## src/rtl/led_ctrl_pkg.sv

```systemverilog
// rtl/led_ctrl_pkg.sv - shared encodings and seed values for the LED pattern controller
package led_ctrl_pkg;

    typedef enum logic [1:0] {
        PAT_RUN    = 2'd0,
        PAT_BOUNCE = 2'd1,
        PAT_COUNT  = 2'd2,
        PAT_FILL   = 2'd3
    } pattern_t;

    typedef enum logic {
        DIR_LEFT  = 1'b0,
        DIR_RIGHT = 1'b1
    } dir_t;

    typedef enum logic {
        PH_FILL  = 1'b0,
        PH_EMPTY = 1'b1
    } phase_t;

    localparam logic [1:0] SPD_STOP = 2'd0;

    localparam int unsigned SEED_RUN    = 1;
    localparam int unsigned SEED_BOUNCE = 1;
    localparam int unsigned SEED_COUNT  = 0;
    localparam int unsigned SEED_FILL   = 0;

    // Reload value loaded into the LED bank when a pattern is (re)selected
    function automatic int unsigned seed_of(input pattern_t pat);
        case (pat)
            PAT_RUN:    return SEED_RUN;
            PAT_BOUNCE: return SEED_BOUNCE;
            PAT_COUNT:  return SEED_COUNT;
            default:    return SEED_FILL;
        endcase
    endfunction

endpackage

```

## src/rtl/led_pattern_controller_tick_divider.sv

```systemverilog
// rtl/led_pattern_controller_tick_divider.sv - switch-selected rate divider producing the pattern tick
module tick_divider
    import led_ctrl_pkg::*;
#(
    parameter int CNT_W = 24,
    parameter int DIV1  = 1000,
    parameter int DIV2  = 500,
    parameter int DIV3  = 200
) (
    input  logic       CLOCK,
    input  logic       RESET_N,
    input  logic [1:0] SW,
    input  logic       HOLD,
    output logic       tick
);

    localparam logic [CNT_W-1:0] TERM1 = CNT_W'(DIV1 - 1);
    localparam logic [CNT_W-1:0] TERM2 = CNT_W'(DIV2 - 1);
    localparam logic [CNT_W-1:0] TERM3 = CNT_W'(DIV3 - 1);

    logic [1:0]       sw_q;
    logic [CNT_W-1:0] counter;
    logic [CNT_W-1:0] term;

    // Terminal count chosen by the registered speed code
    always_comb begin
        term = TERM3;
        case (sw_q)
            2'd1:    term = TERM1;
            2'd2:    term = TERM2;
            default: term = TERM3;
        endcase
    end

    // Combinational so the top can register LD and mode_clock on the same edge
    assign tick = (SW == sw_q) && (sw_q != SPD_STOP) && !HOLD && (counter == term);

    // Speed-change clear, pause, and wrap of the period counter
    always_ff @(posedge CLOCK) begin
        if (!RESET_N) begin
            sw_q    <= SPD_STOP;
            counter <= '0;
        end else if (SW != sw_q) begin
            sw_q    <= SW;
            counter <= '0;
        end else if (sw_q == SPD_STOP || HOLD) begin
            counter <= counter;
        end else if (counter == term) begin
            counter <= '0;
        end else begin
            counter <= counter + CNT_W'(1);
        end
    end

endmodule

```

## src/rtl/led_pattern_controller.sv

```systemverilog
// rtl/led_pattern_controller.sv - LED pattern engine driven by a switch-selected rate tick
module led_pattern_controller
    import led_ctrl_pkg::*;
#(
    parameter int LED_W = 16,
    parameter int CNT_W = 24,
    parameter int DIV1  = 1000,
    parameter int DIV2  = 500,
    parameter int DIV3  = 200
) (
    input  logic             CLOCK,
    input  logic             RESET_N,
    input  logic [1:0]       SW,
    input  logic [1:0]       PATTERN,
    input  logic             HOLD,
    output logic [LED_W-1:0] LD,
    output logic             mode_clock
);

    logic             tick;
    pattern_t         pat_q;
    dir_t             dir;
    phase_t           phase;
    logic [LED_W-1:0] adv_ld;
    dir_t             adv_dir;
    phase_t           adv_phase;
    logic [LED_W-1:0] seed_ld;

    tick_divider #(
        .CNT_W (CNT_W),
        .DIV1  (DIV1),
        .DIV2  (DIV2),
        .DIV3  (DIV3)
    ) u_div (
        .CLOCK   (CLOCK),
        .RESET_N (RESET_N),
        .SW      (SW),
        .HOLD    (HOLD),
        .tick    (tick)
    );

    assign seed_ld = LED_W'(seed_of(pattern_t'(PATTERN)));

    // Next LED state, direction and phase if the current pattern advances one step
    always_comb begin
        adv_ld    = LD;
        adv_dir   = dir;
        adv_phase = phase;
        case (pat_q)
            PAT_RUN: begin
                adv_ld = {LD[LED_W-2:0], LD[LED_W-1]};
            end
            PAT_BOUNCE: begin
                // Turn around on the step that lands on an end bit, so each end shows once
                if (dir == DIR_LEFT) begin
                    adv_ld = LD << 1;
                    if (adv_ld[LED_W-1]) adv_dir = DIR_RIGHT;
                end else begin
                    adv_ld = LD >> 1;
                    if (adv_ld[0]) adv_dir = DIR_LEFT;
                end
            end
            PAT_COUNT: begin
                adv_ld = LD + LED_W'(1);
            end
            default: begin
                if (phase == PH_FILL) begin
                    adv_ld = {LD[LED_W-2:0], 1'b1};
                    if (&adv_ld) adv_phase = PH_EMPTY;
                end else begin
                    adv_ld = {LD[LED_W-2:0], 1'b0};
                    if (adv_ld == '0) adv_phase = PH_FILL;
                end
            end
        endcase
    end

    // Pattern reload has priority over a tick; mode_clock always mirrors the tick
    always_ff @(posedge CLOCK) begin
        if (!RESET_N) begin
            LD         <= LED_W'(SEED_RUN);
            mode_clock <= 1'b0;
            pat_q      <= PAT_RUN;
            dir        <= DIR_LEFT;
            phase      <= PH_FILL;
        end else begin
            mode_clock <= tick;
            if (PATTERN != pat_q) begin
                pat_q <= pattern_t'(PATTERN);
                LD    <= seed_ld;
                if (PATTERN == PAT_BOUNCE) dir   <= DIR_LEFT;
                if (PATTERN == PAT_FILL)   phase <= PH_FILL;
            end else if (tick) begin
                LD    <= adv_ld;
                dir   <= adv_dir;
                phase <= adv_phase;
            end
        end
    end

endmodule
```

## config.mk

```make
export PLATFORM = sky130hd
export DESIGN_NAME = led_pattern_controller
export DESIGN_NICKNAME = d
export VERILOG_FILES = /design/src/rtl/led_ctrl_pkg.sv /design/src/rtl/led_pattern_controller_tick_divider.sv /design/src/rtl/led_pattern_controller.sv
export SDC_FILE = /design/constraint.sdc
export NUM_CORES = 1
export LEC_CHECK = 0
export ABC_CLOCK_PERIOD_IN_PS = 3100
export CAP_MARGIN = 10
export CORE_ASPECT_RATIO = 1.5
export CORE_MARGIN = 5
export CORE_UTILIZATION = 64
export DETAILED_ROUTE_END_ITERATION = 16
export DONT_BUFFER_PORTS = 1
export GPL_TIMING_DRIVEN = 0
export PLACE_DENSITY = 0.79
export SYNTH_ARGS = -nofsm -noshare
export SYNTH_HDL_FRONTEND = slang
export SYNTH_SLANG_ARGS = --single-unit
```

## constraint.sdc

```tcl
create_clock -name CLOCK -period 3.1 [get_ports CLOCK]
set_input_delay 0.31 -clock CLOCK [delete_from_list [all_inputs] [get_ports CLOCK]]
set_output_delay 0.31 -clock CLOCK [all_outputs]
set_load 0.03 [all_outputs]
```

## Word-level counts from Yosys, hierarchy flattened

Index checks and enable logic that the tools add are counted.

- Flip-flop bits (word level): 47
- Input bits: 7

- Add/subtract/negate cells: 2
- Equality and inequality tests: 13
- Multiplexer cells: 22
- Bitwise operators: 1
- Reduce and logical (&&, ||, !) cells: 18

Operators by type and width:

| cell | number |
|---|---|
| $mux W16 | 3 |
| $pmux W16 S3 | 1 |
| $add A24 B1 Y24 const B | 1 |
| $eq A24 B10 Y1 | 1 |
| $mux W24 | 1 |
| $pmux W10 S2 | 1 |
| $add A16 B1 Y16 const B | 1 |
| $mux W1 | 16 |
| $logic_not A15 Y1 | 1 |
| $reduce_and A15 Y1 | 1 |
| $eq A2 B1 Y1 const B | 3 |
| $eq A2 B2 Y1 const B | 3 |
| $logic_not A2 Y1 | 3 |
| $ne A2 B1 Y1 const B | 3 |
| $reduce_and A3 Y1 | 2 |
| $reduce_bool A2 Y1 | 3 |
| $ne A2 B2 Y1 | 2 |
| $reduce_or A2 Y1 | 2 |
| $logic_and A1 B1 Y1 | 3 |
| $reduce_or A3 Y1 | 1 |
| $eq A2 B2 Y1 | 1 |
| $logic_not A1 Y1 | 1 |
| $logic_or A1 B1 Y1 | 1 |
| $not A1 Y1 | 1 |

## Longest topological paths before layout

Gate-level depths: netlist (run 1).

- Depth after elaboration: 6
- Depth in mapped cells: 8
- Gate-level depth less buffers: 7

## Hierarchy

From an unflattened synthesis (run 1), not the netlist that was laid out.

- Cells, all modules: 384
- Area, all modules: 3052.9 µm²

Modules (own cells, without submodules):

| module | instances | cells an instance | area an instance (µm²) | seq. area each (µm²) |
|---|---|---|---|---|
| led_pattern_controller | 1 | 223 | 1634.1 | 420.4 |
| tick_divider | 1 | 161 | 1418.9 | 520.5 |

## Worst setup path before layout (run 1)

OpenSTA, ideal clock, no wires.

- Kind: reg2reg
- From: register u_div.sw_q[0]
- To: register LD[13]
- Arrival: 2.209 ns
- Required time: 3.030 ns
- Path slack: 0.820 ns
- Stages on the path, launching flop included: 8
- Buffers on the path: 0
- Clock period less this slack: 2.280 ns
- Path through: dfxtp_1 > inv_1 > ha_1 > or3b_1 > nor3_2 > nand4_4 > or4_1 > a21oi_1

- Word-level cells in the longest chain between the ends: 5
- Elaborated cells on any way between the ends: 10
- Classes of those cells: 4 x eq/ne; 1 x mux; 5 x reduce/logical

RTL lines:

| what | line | RTL |
|---|---|---|
| from (decl) | led_pattern_controller_tick_divider.sv:21 | `logic [1:0] sw_q;` |
| from (signal assigned) | led_pattern_controller_tick_divider.sv:41 | `sw_q <= SPD_STOP;` |
| from (signal assigned) | led_pattern_controller_tick_divider.sv:44 | `sw_q <= SW;` |
| $eq A2 B2 Y1, or another cell as far along | led_pattern_controller_tick_divider.sv:28 | `case (sw_q)` |
| $pmux W10 S2 / $logic_and A1 B1 Y1 (equally long branches) | led_pattern_controller_tick_divider.sv:28, led_pattern_controller_tick_divider.sv:36 |  |
| $eq A24 B10 Y1 / $logic_and A1 B1 Y1 (equally long branches) | led_pattern_controller_tick_divider.sv:36 | `assign tick = (SW == sw_q) && (sw_q != SPD_STOP) && !HOLD && (counter == term);` |
| $logic_and A1 B1 Y1 * | led_pattern_controller_tick_divider.sv:36 |  |
| $reduce_bool A2 Y1 (no line) * | - |  |
| to (signal assigned) | led_pattern_controller.sv:81 | `LD <= LED_W'(SEED_RUN);` |
| to (signal assigned) | led_pattern_controller.sv:90 | `LD <= seed_ld;` |
| to (signal assigned) | led_pattern_controller.sv:94 | `LD <= adv_ld;` |
| to (decl) | led_pattern_controller.sv:16 | `output logic [LED_W-1:0] LD,` |

Mark *: on every way between the ends. The rest lies on a longest branch, timed or not.
A chain may end at the register's enable or synchronous reset.

## Worst setup path in the final report (run 1)

- From: register u_div.sw_q[0]
- To: register u_div.counter[23]

- Word-level cells in the longest chain between the ends: 4
- Elaborated cells on any way between the ends: 9
- Classes of those cells: 4 x eq/ne; 2 x mux; 3 x reduce/logical

RTL lines:

| what | line | RTL |
|---|---|---|
| $eq A2 B2 Y1 / $eq A2 B1 Y1 (equally long branches) | led_pattern_controller_tick_divider.sv:28 |  |
| $pmux W10 S2 | led_pattern_controller_tick_divider.sv:28 |  |
| $eq A24 B10 Y1 | led_pattern_controller_tick_divider.sv:48 | `end else if (counter == term) begin` |
| $mux W24 | led_pattern_controller_tick_divider.sv:48 |  |
| to (signal assigned) | led_pattern_controller_tick_divider.sv:47 | `counter <= counter;` |
| to (signal assigned) | led_pattern_controller_tick_divider.sv:51 | `counter <= counter + CNT_W'(1);` |
| to (decl) | led_pattern_controller_tick_divider.sv:22 | `logic [CNT_W-1:0] counter;` |

Parallel ways exist; a longest one is shown, timed or not.

==> impl_metrics.ini, run 1 <==
[power_and_ir_drop]
comb_power_share = 0.067
p_leak_nw = 1.02
sw_frac_of_total = 0.222
p_int_mw = 0.958
switchingPower_mw = 0.273
power-per-cell-area_mw_per_mm2 = 385
max-vdd-ir-drop_uv = 277
p_clk_frac = 0.433
seqPwrFrac = 0.499

[floorplan]
pin_count = 24
start_util = 0.657
row_count = 30
die_x_um = 65.7
die_h_um = 93.6
die_area_mm2 = 0.00615
core_mm2 = 0.00454

[synth]
synth.largest_area_cell = dfxtp_1
ys_warn_count = 0
synthAdderAreaFrac = 0.0294
synth_edf_count = 0
yosys.area_share.xor_xnor = 0.0998
syn-num-nets = 399
syn-cell-area_mm2 = 0.00298
ys.flop_type = dfxtp_1
synth_area_leaders = dfxtp_1 (32%), xor2_1 (6.2%), nor2_1 (5.7%), nand3_1 (4.0%), nand2_1 (3.9%)
ys_ff_latch = 47
ys_types = 52
synth-simple-area-share = 0.314
avgSynthCellArea_um2 = 7.75
async_flop_share = 0
synth_cells = 385
synth_top_family_by_area = simple AND/OR/NAND/NOR gates
ys_seq_area_frac = 0.315
synth_compound_area_frac = 0.166
muxShareOfSynthArea = 0.0218
yosysTopAreaCellShare = 0.315

[final_layout]
final-seq-area_um2 = 941
antenna_cells = 0
fillers = 386
area_growth_pct = 7.13
nNetsFinal = 406
drive_gt1_frac = 0.0483
fin_util = 0.704
multi_input_area_mm2 = 0.00188

[route]
vias_per_cell = 6.37
drc = 0
dr.pass1.iters = 6
via_count = 2912
ant_nets = 0
drt_iter0_markers = 406
finalWirelength_mm = 7.64
wl_per_cell_um = 16.7

[clocking]
path_clk_slew_ps = 100
cts_tree = built
htreeDepth = 2
post_cts_buffers = 0
clock_sinks = 47
clockRootBuffer = clkbuf_8
clk_latency_ps = 310
cts-buffers-inserted = 5
cts_resized = 0
clk_path_buf_depth = 2
ctsHoldBuffers = 0

[worst_setup_path]
path_class = reg2reg
r2r-start = u_div.sw_q[0]
crit_cells = 7
r2r_end = u_div.counter[23]
crit_required_ps = 3290
reg2reg_depth = 7
crit_family = simple AND/OR/NAND/NOR gates
cp-start-kind = flip-flop
cpPeakStageDelay_ps = 930
critPathBufInv = 1
cp_cell_sequence = inv_1 > ha_1 > nor4bb_1 > nand3_1 > nor4_1 > xnor2_1 > nor2_1
critPathSlowestCell = nor4bb_1
r2r_setup_slack_ps = 390
cp.arrival_ps = 2900
cp-end-kind = flip-flop
path_max_fanout = 7

[timing]
setup_violations = 0
period_needed_ps = 2710
holdWs_ps = 119
min_period_over_period = 0.873
fin_tns_setup_ps = 0
tightest_slew_ps = 1080
clock_skew_ps = 13.6
slew_viol_final = 0
final-hold-violation-count = 0
rsz0062_at_grt = no
fmax_mhz = 369
relSlewSlack = 0.271

[worst_hold_path]
worstHoldPathType = in2reg
hold_depth = 1
hold_path.startpoint = SW[0]
hold_end = u_div.sw_q[0]

[global_route]
grt_util_all_layers = 0.262
antenna_found_initial = 0
grt_pass1_vias = 2791
grt_max_degree = 15
grt.overflow.total = 0
grt_pass1_wl_mm = 12.8

[placed_design]
port_buffers = 0
gp_congestion = 0.919
place_hpwl_mm = 5.55

[run]
maxCapViolCount = 0

[status]
outcome = finished clean
## layout make-up
| type | count | share of cell area |
|---|---|---|
| multi-input cells | 296 | 0.589 |
| flip-flops and latches | 47 | 0.294 |
| plain buffers | 29 | 0.0348 |
| well taps | 64 | 0.0251 |
| clock buffers | 6 | 0.0227 |
| clock inverters | 2 | 0.0188 |
| inverters | 13 | 0.0153 |
## power by group through the flow
stage          clock [mW]  sequential, mW  combinational [mW]
2_1_floorplan           0           0.627              0.0622
6_report            0.533           0.614              0.0829
3_5_place_dp            0           0.628              0.0812
5_1_grt             0.572           0.615              0.0911
3_3_place_gp            0           0.628              0.0795
4_1_cts             0.543           0.614              0.0817
## worst max-delay path by stage
stage,to,startpoint
after global routing,u_div.counter[23],u_div.sw_q[0]
after global placement,u_div.counter[23],u_div.sw_q[0]
final,u_div.counter[23],u_div.sw_q[0]
after detailed placement,u_div.counter[23],u_div.sw_q[0]
after floorplan,LD[13],u_div.sw_q[0]
after CTS,u_div.counter[23],u_div.sw_q[0]
## layout by cell type (no fill, tap or decap), drive strengths merged, types with 2 or more instances in the layout
cell type   n
a211oi     14
a21oi      19
a221oi      3
a311o       2
a31oi       7
and2        6
and3        2
and4        7
buf         2
bufinv      2
clkbuf     33
dfxtp      47
ha          7
inv        13
mux2        2
mux2i       2
nand2      31
nand2b      5
nand3      24
nand4      10
nor2       45
nor2b       5
nor3       13
nor3b       2
nor4        6
nor4b       2
nor4bb      2
o211ai      2
o21ai      16
o22ai       3
o2bb2ai     2
or3         5
or4         5
xnor2      13
xor2       21
## flip-flops by register name (all words and copies together), names as in the netlist
| name | cells |
|---|---|
| phase | 1 |
| pat_q | 2 |
| u_div.counter | 24 |
| LD | 16 |
| dir | 1 |
| mode_clock | 1 |
| u_div.sw_q | 2 |
## per-layer routing
metal,vias to the layer above,global-route usage,routed length [um]
met5,-,0,0
met4,0,0.152,406
li1,1383,-,-
met3,39,0.0409,400
met2,128,0.479,4020
met1,1362,0.274,2810
## through the flow
stage                     worst slack (ps)  power [mW]  instance area, um^2  instances
final                                  392        1.23                 3200        457
after CTS                              396        1.24                 3200        457
after global routing                   187        1.28                 3200        457
after floorplan                        820       0.689                 2980        385
after detailed placement               450       0.710                 3060        449
after global placement                 458       0.708                 3060        449
## cell usage after synthesis, types with 9 or more instances
cell	number
a211oi_1	13
a21oi_1	19
clkbuf_1	27
dfxtp_1	47
inv_1	13
nand2_1	31
nand3_1	24
nand4_1	9
nor2_1	45
nor3_1	12
o21ai_0	16
xnor2_1	13
xor2_1	21
## kinds of logic after synthesis
logic type	Yosys count
flops	47
buf+inv	42
mux	5
simple gates	175
fa+ha+maj	7
compound gates	75
xor+xnor	34
No activity file was read; power rests on OpenSTA's default activity.
==> inputs of run 2 (changes only) <==
--- a/config.mk
+++ b/config.mk
@@ -8,7 +8,7 @@
 export ABC_CLOCK_PERIOD_IN_PS = 3100
 export CAP_MARGIN = 10
 export CORE_ASPECT_RATIO = 1.5
-export CORE_MARGIN = 5
+export CORE_MARGIN = 2
 export CORE_UTILIZATION = 64
 export DETAILED_ROUTE_END_ITERATION = 16
 export DONT_BUFFER_PORTS = 1
==> impl_metrics.ini, run 2 (synthesis results as in run 1) <==
[status]
outcome = finished clean

[placed_design]
place_hpwl_mm = 5.33
port_buffers = 0
place_area_mm2 = 0.00304
gp_congestion = 0.950

[power_and_ir_drop]
max-vdd-ir-drop_uv = 273
power-per-cell-area_mw_per_mm2 = 345
p_leak_nw = 1.01

[global_route]
grt_max_degree = 14
grt.overflow.total = 0
antenna_found_initial = 0
grt_pass1_wl_mm = 12.2
grt_util_all_layers = 0.298
grt_pass1_vias = 2707

[worst_setup_path]
cp-end-kind = flip-flop
critPathBufInv = 1
cp-start-kind = flip-flop
cpPeakStageDelay_ps = 940
path_max_fanout = 7
r2r-start = u_div.sw_q[1]
cp.arrival_ps = 2920
crit_required_ps = 3290
reg2reg_depth = 7
critPathSlowestCell = nor4bb_1
r2r_end = u_div.counter[23]
cp_cell_sequence = inv_1 > ha_1 > nor4bb_1 > nand3_1 > nor4_1 > xnor2_1 > nor2_1
r2r_setup_slack_ps = 360
crit_family = simple AND/OR/NAND/NOR gates
path_class = reg2reg

[clocking]
post_cts_buffers = 0
clk_latency_ps = 310
ctsHoldBuffers = 0
path_clk_slew_ps = 90
clock_sinks = 47
cts-buffers-inserted = 5
cts_tree = built
clockRootBuffer = clkbuf_8
clk_path_buf_depth = 2
cts_resized = 0
htreeDepth = 2

[final_layout]
regMostFlops = u_div.counter
layout_common_cells = dfxtp_1 (47), nor2_1 (45), nand2_1 (31)
drive_gt1_frac = 0.0485
final_common_cell = dfxtp_1
multi_input_area_mm2 = 0.00188
fillers = 390
antenna_cells = 0
final-seq-area_um2 = 941
final_cell_area_mm2 = 0.00313
nNetsFinal = 406
largest_reg_flops = 24
top_regs = u_div.counter: 24 flops, LD: 16 flops
area_growth_pct = 4.95

[timing]
period_needed_ps = 2740
tightest_slew_ps = 1100
setup_violations = 0
slew_viol_final = 0
fin_tns_setup_ps = 0
fmax_mhz = 365
rsz0062_at_grt = no
clock_skew_ps = 9.35
min_period_over_period = 0.883
relSlewSlack = 0.257
final-hold-violation-count = 0

[run]
maxCapViolCount = 0

[route]
via_count = 2890
wl_per_cell_um = 16.9
drt_iter0_markers = 269
ant_nets = 0
finalWirelength_mm = 7.42
dr.pass1.iters = 6
drc = 0
vias_per_cell = 6.57

[worst_hold_path]
hold_end = pat_q[1]
hold_path.startpoint = PATTERN[1]
worstHoldPathType = in2reg
hold_depth = 2

[floorplan]
die_area_mm2 = 0.00523
row_count = 30
die_h_um = 87.6
die_x_um = 59.7
core_mm2 = 0.00450
start_util = 0.662
pin_count = 24
==> run 2: cell types whose count changed in the layout (fill, tap and decap cells not counted), sizes merged <==
cell and change:
bufinv -2, clkinv +1
==> run 2: per-layer routing <==
metal  vias to the layer above  wire length, um  GRT usage
li1                       1383                -          -
met1                      1365             2860      0.320
met2                       110             3980      0.559
met3                        32              304     0.0355
met4                         0              271      0.135
met5                         -                0          0
==> run 2: area by class of cell <==
type | count | share of cell area
Clock buffer | 6 | 0.0264
Buffer | 29 | 0.0356
Multi-Input combinational cell | 296 | 0.601
Sequential cell | 47 | 0.301
Inverter | 13 | 0.0156
Clock inverter | 1 | 0.00160
Tap cell | 48 | 0.0192
==> run 2: worst max path at each step <==
stage,startpoint,end,slack [ps],depth (start not counted)
after floorplan,u_div.sw_q[0],LD[13],820,7
after global placement,u_div.sw_q[1],u_div.counter[23],410,7
after detailed placement,u_div.sw_q[0],u_div.counter[23],420,7
after CTS,u_div.sw_q[1],u_div.counter[23],380,7
after global routing,u_div.sw_q[1],u_div.counter[23],180,7
final,u_div.sw_q[1],u_div.counter[23],360,7
==> run 2: power breakdown <==
group | total [mW] | leakage (nW) | switching, mW | internal (mW)
Combinational | 0.0822 | 0.579 | 0.0546 | 0.0276
Clock | 0.383 | 0.0470 | 0.208 | 0.176
Sequential | 0.614 | 0.380 | 0.00703 | 0.607
Total | 1.08 | 1.01 | 0.270 | 0.810
==> run 2: stage by stage <==
stage          cells  hold WS, ps  total power, mW  setup WS [ps]  utilization
4_1_cts          440          115             1.09            380        0.695
3_3_place_gp     433          430            0.707            413        0.676
6_report         440          122             1.08            363        0.695
3_5_place_dp     433          435            0.709            421        0.676
2_1_floorplan    385          422            0.689            820            -
5_1_grt          440          118             1.12            176        0.695
==> inputs of run 3 (changes only) <==
--- a/config.mk
+++ b/config.mk
@@ -6,12 +6,12 @@
 export NUM_CORES = 1
 export LEC_CHECK = 0
 export ABC_CLOCK_PERIOD_IN_PS = 3100
+export BUFFER_PORTS_ARGS = -buffer_cell sky130_fd_sc_hd__buf_2
 export CAP_MARGIN = 10
 export CORE_ASPECT_RATIO = 1.5
 export CORE_MARGIN = 2
-export CORE_UTILIZATION = 64
+export CORE_UTILIZATION = 60
 export DETAILED_ROUTE_END_ITERATION = 16
-export DONT_BUFFER_PORTS = 1
 export GPL_TIMING_DRIVEN = 0
 export PLACE_DENSITY = 0.79
 export SYNTH_ARGS = -nofsm -noshare
==> impl_metrics.ini, run 3 (synthesis results as in run 1) <==
[worst_setup_path]
crit_family = simple AND/OR/NAND/NOR gates
r2r_setup_slack_ps = 400
path_class = reg2reg
path_max_fanout = 7
critPathBufInv = 1
cp_cell_sequence = inv_1 > ha_1 > nor4bb_1 > nand3_1 > nor4_1 > xnor2_1 > nor2_1
crit_required_ps = 3290
cp-end-kind = flip-flop
cp-start-kind = flip-flop
critPathSlowestCell = nor4bb_1
cp.arrival_ps = 2900
cpPeakStageDelay_ps = 920

[final_layout]
nNetsFinal = 428
fin_util = 0.678
final_common_cell = dfxtp_1
drive_gt1_frac = 0.0990
top_regs = u_div.counter: 24 flops, LD: 16 flops
regMostFlops = u_div.counter
antenna_cells = 0
fin_cells = 480
area_growth_pct = 9.40
layout_common_cells = dfxtp_1 (47), nor2_1 (45), nand2_1 (31)
largest_reg_flops = 24

[clocking]
ctsHoldBuffers = 0
clk_path_buf_depth = 2
cts_tree = built
clock_sinks = 47
post_cts_buffers = 0
path_clk_slew_ps = 90
htreeDepth = 2
clk_latency_ps = 300
clockRootBuffer = clkbuf_8
cts_resized = 0
cts-buffers-inserted = 5

[route]
dr.pass1.iters = 5
ant_nets = 0
wl_per_cell_um = 15.8
finalWirelength_mm = 7.57
via_count = 2953
vias_per_cell = 6.15
drc = 0
drt_iter0_markers = 422

[floorplan]
row_count = 31
die_h_um = 90.4
die_x_um = 61.6
pin_count = 24
start_util = 0.620
die_area_mm2 = 0.00556
core_mm2 = 0.00481

[timing]
final-hold-violation-count = 0
relSlewSlack = 0.280
slew_viol_final = 0
min_period_over_period = 0.872
fmax_mhz = 370
rsz0062_at_grt = no
fin_tns_setup_ps = 0
holdWs_ps = 246
tightest_slew_ps = 1070
period_needed_ps = 2700
clock_skew_ps = 8.92
setup_violations = 0

[global_route]
grt_max_degree = 14
grt.overflow.total = 0
antenna_found_initial = 0
grt_pass1_wl_mm = 12.6
grt_util_all_layers = 0.290
grt_pass1_vias = 2787

[worst_hold_path]
worstHoldPathType = in2reg

[placed_design]
place_hpwl_mm = 5.49
dp.cells = 473
gp_congestion = 0.960
port_buffers = 22

[power_and_ir_drop]
power.total_mw = 1.08
power-per-cell-area_mw_per_mm2 = 332
p_leak_nw = 1.12
max-vdd-ir-drop_uv = 203

[status]
outcome = finished clean

[run]
maxCapViolCount = 0
-- run 3: cell types whose count changed in the layout (fill, tap and decap cells not counted) --
| cell | previous run | this run |
|---|---|---|
| buf_2 | 2 | 24 |
-- run 3: cell type report --
type	instances	area [um^2]
timing repair buffer	22	110
multi-input combinational	296	1880
fill	456	1550
sequential	47	941
buffer	29	111
clock buffer	6	82.6
inverter	13	48.8
clock inverter	1	5.00
tap	66	82.6
-- run 3: path summary, 6_finish.rpt --
kind         cells past startpoint        startpoint                end
min reg2reg                      2  u_div.counter[1]   u_div.counter[1]
max reg2reg                      7     u_div.sw_q[1]  u_div.counter[23]
max                              7     u_div.sw_q[1]  u_div.counter[23]
min                              2             SW[0]      u_div.sw_q[0]
-- run 3: routing by layer --
layer,track usage,vias to the layer above,wire (um)
li1,-,1434,-
met1,0.323,1375,2950
met2,0.519,110,4020
met3,0.0301,34,306
met4,0.128,0,301
met5,0,-,0
-- run 3: worst register-to-register path, cell delays in order, from the launching register on --
cell,delay (ps)
dfxtp_1,410
inv_1,90
ha_1,240
nor4bb_1,920
nand3_1,390
nor4_1,350
xnor2_1,160
nor2_1,50
-- run 3: where the power goes --
group	switching, mW	total, mW	internal [mW]
combinational	0.0609	0.0914	0.0305
sequential	0.00447	0.612	0.607
clock	0.204	0.379	0.175
-- run 3: per-stage QoR --
step / setup WS, ps / area, um^2
3_3_place_gp: 411 / 3180
2_1_floorplan: 820 / 2980
3_5_place_dp: 380 / 3180
5_1_grt: 161 / 3260
4_1_cts: 361 / 3260
6_report: 397 / 3260
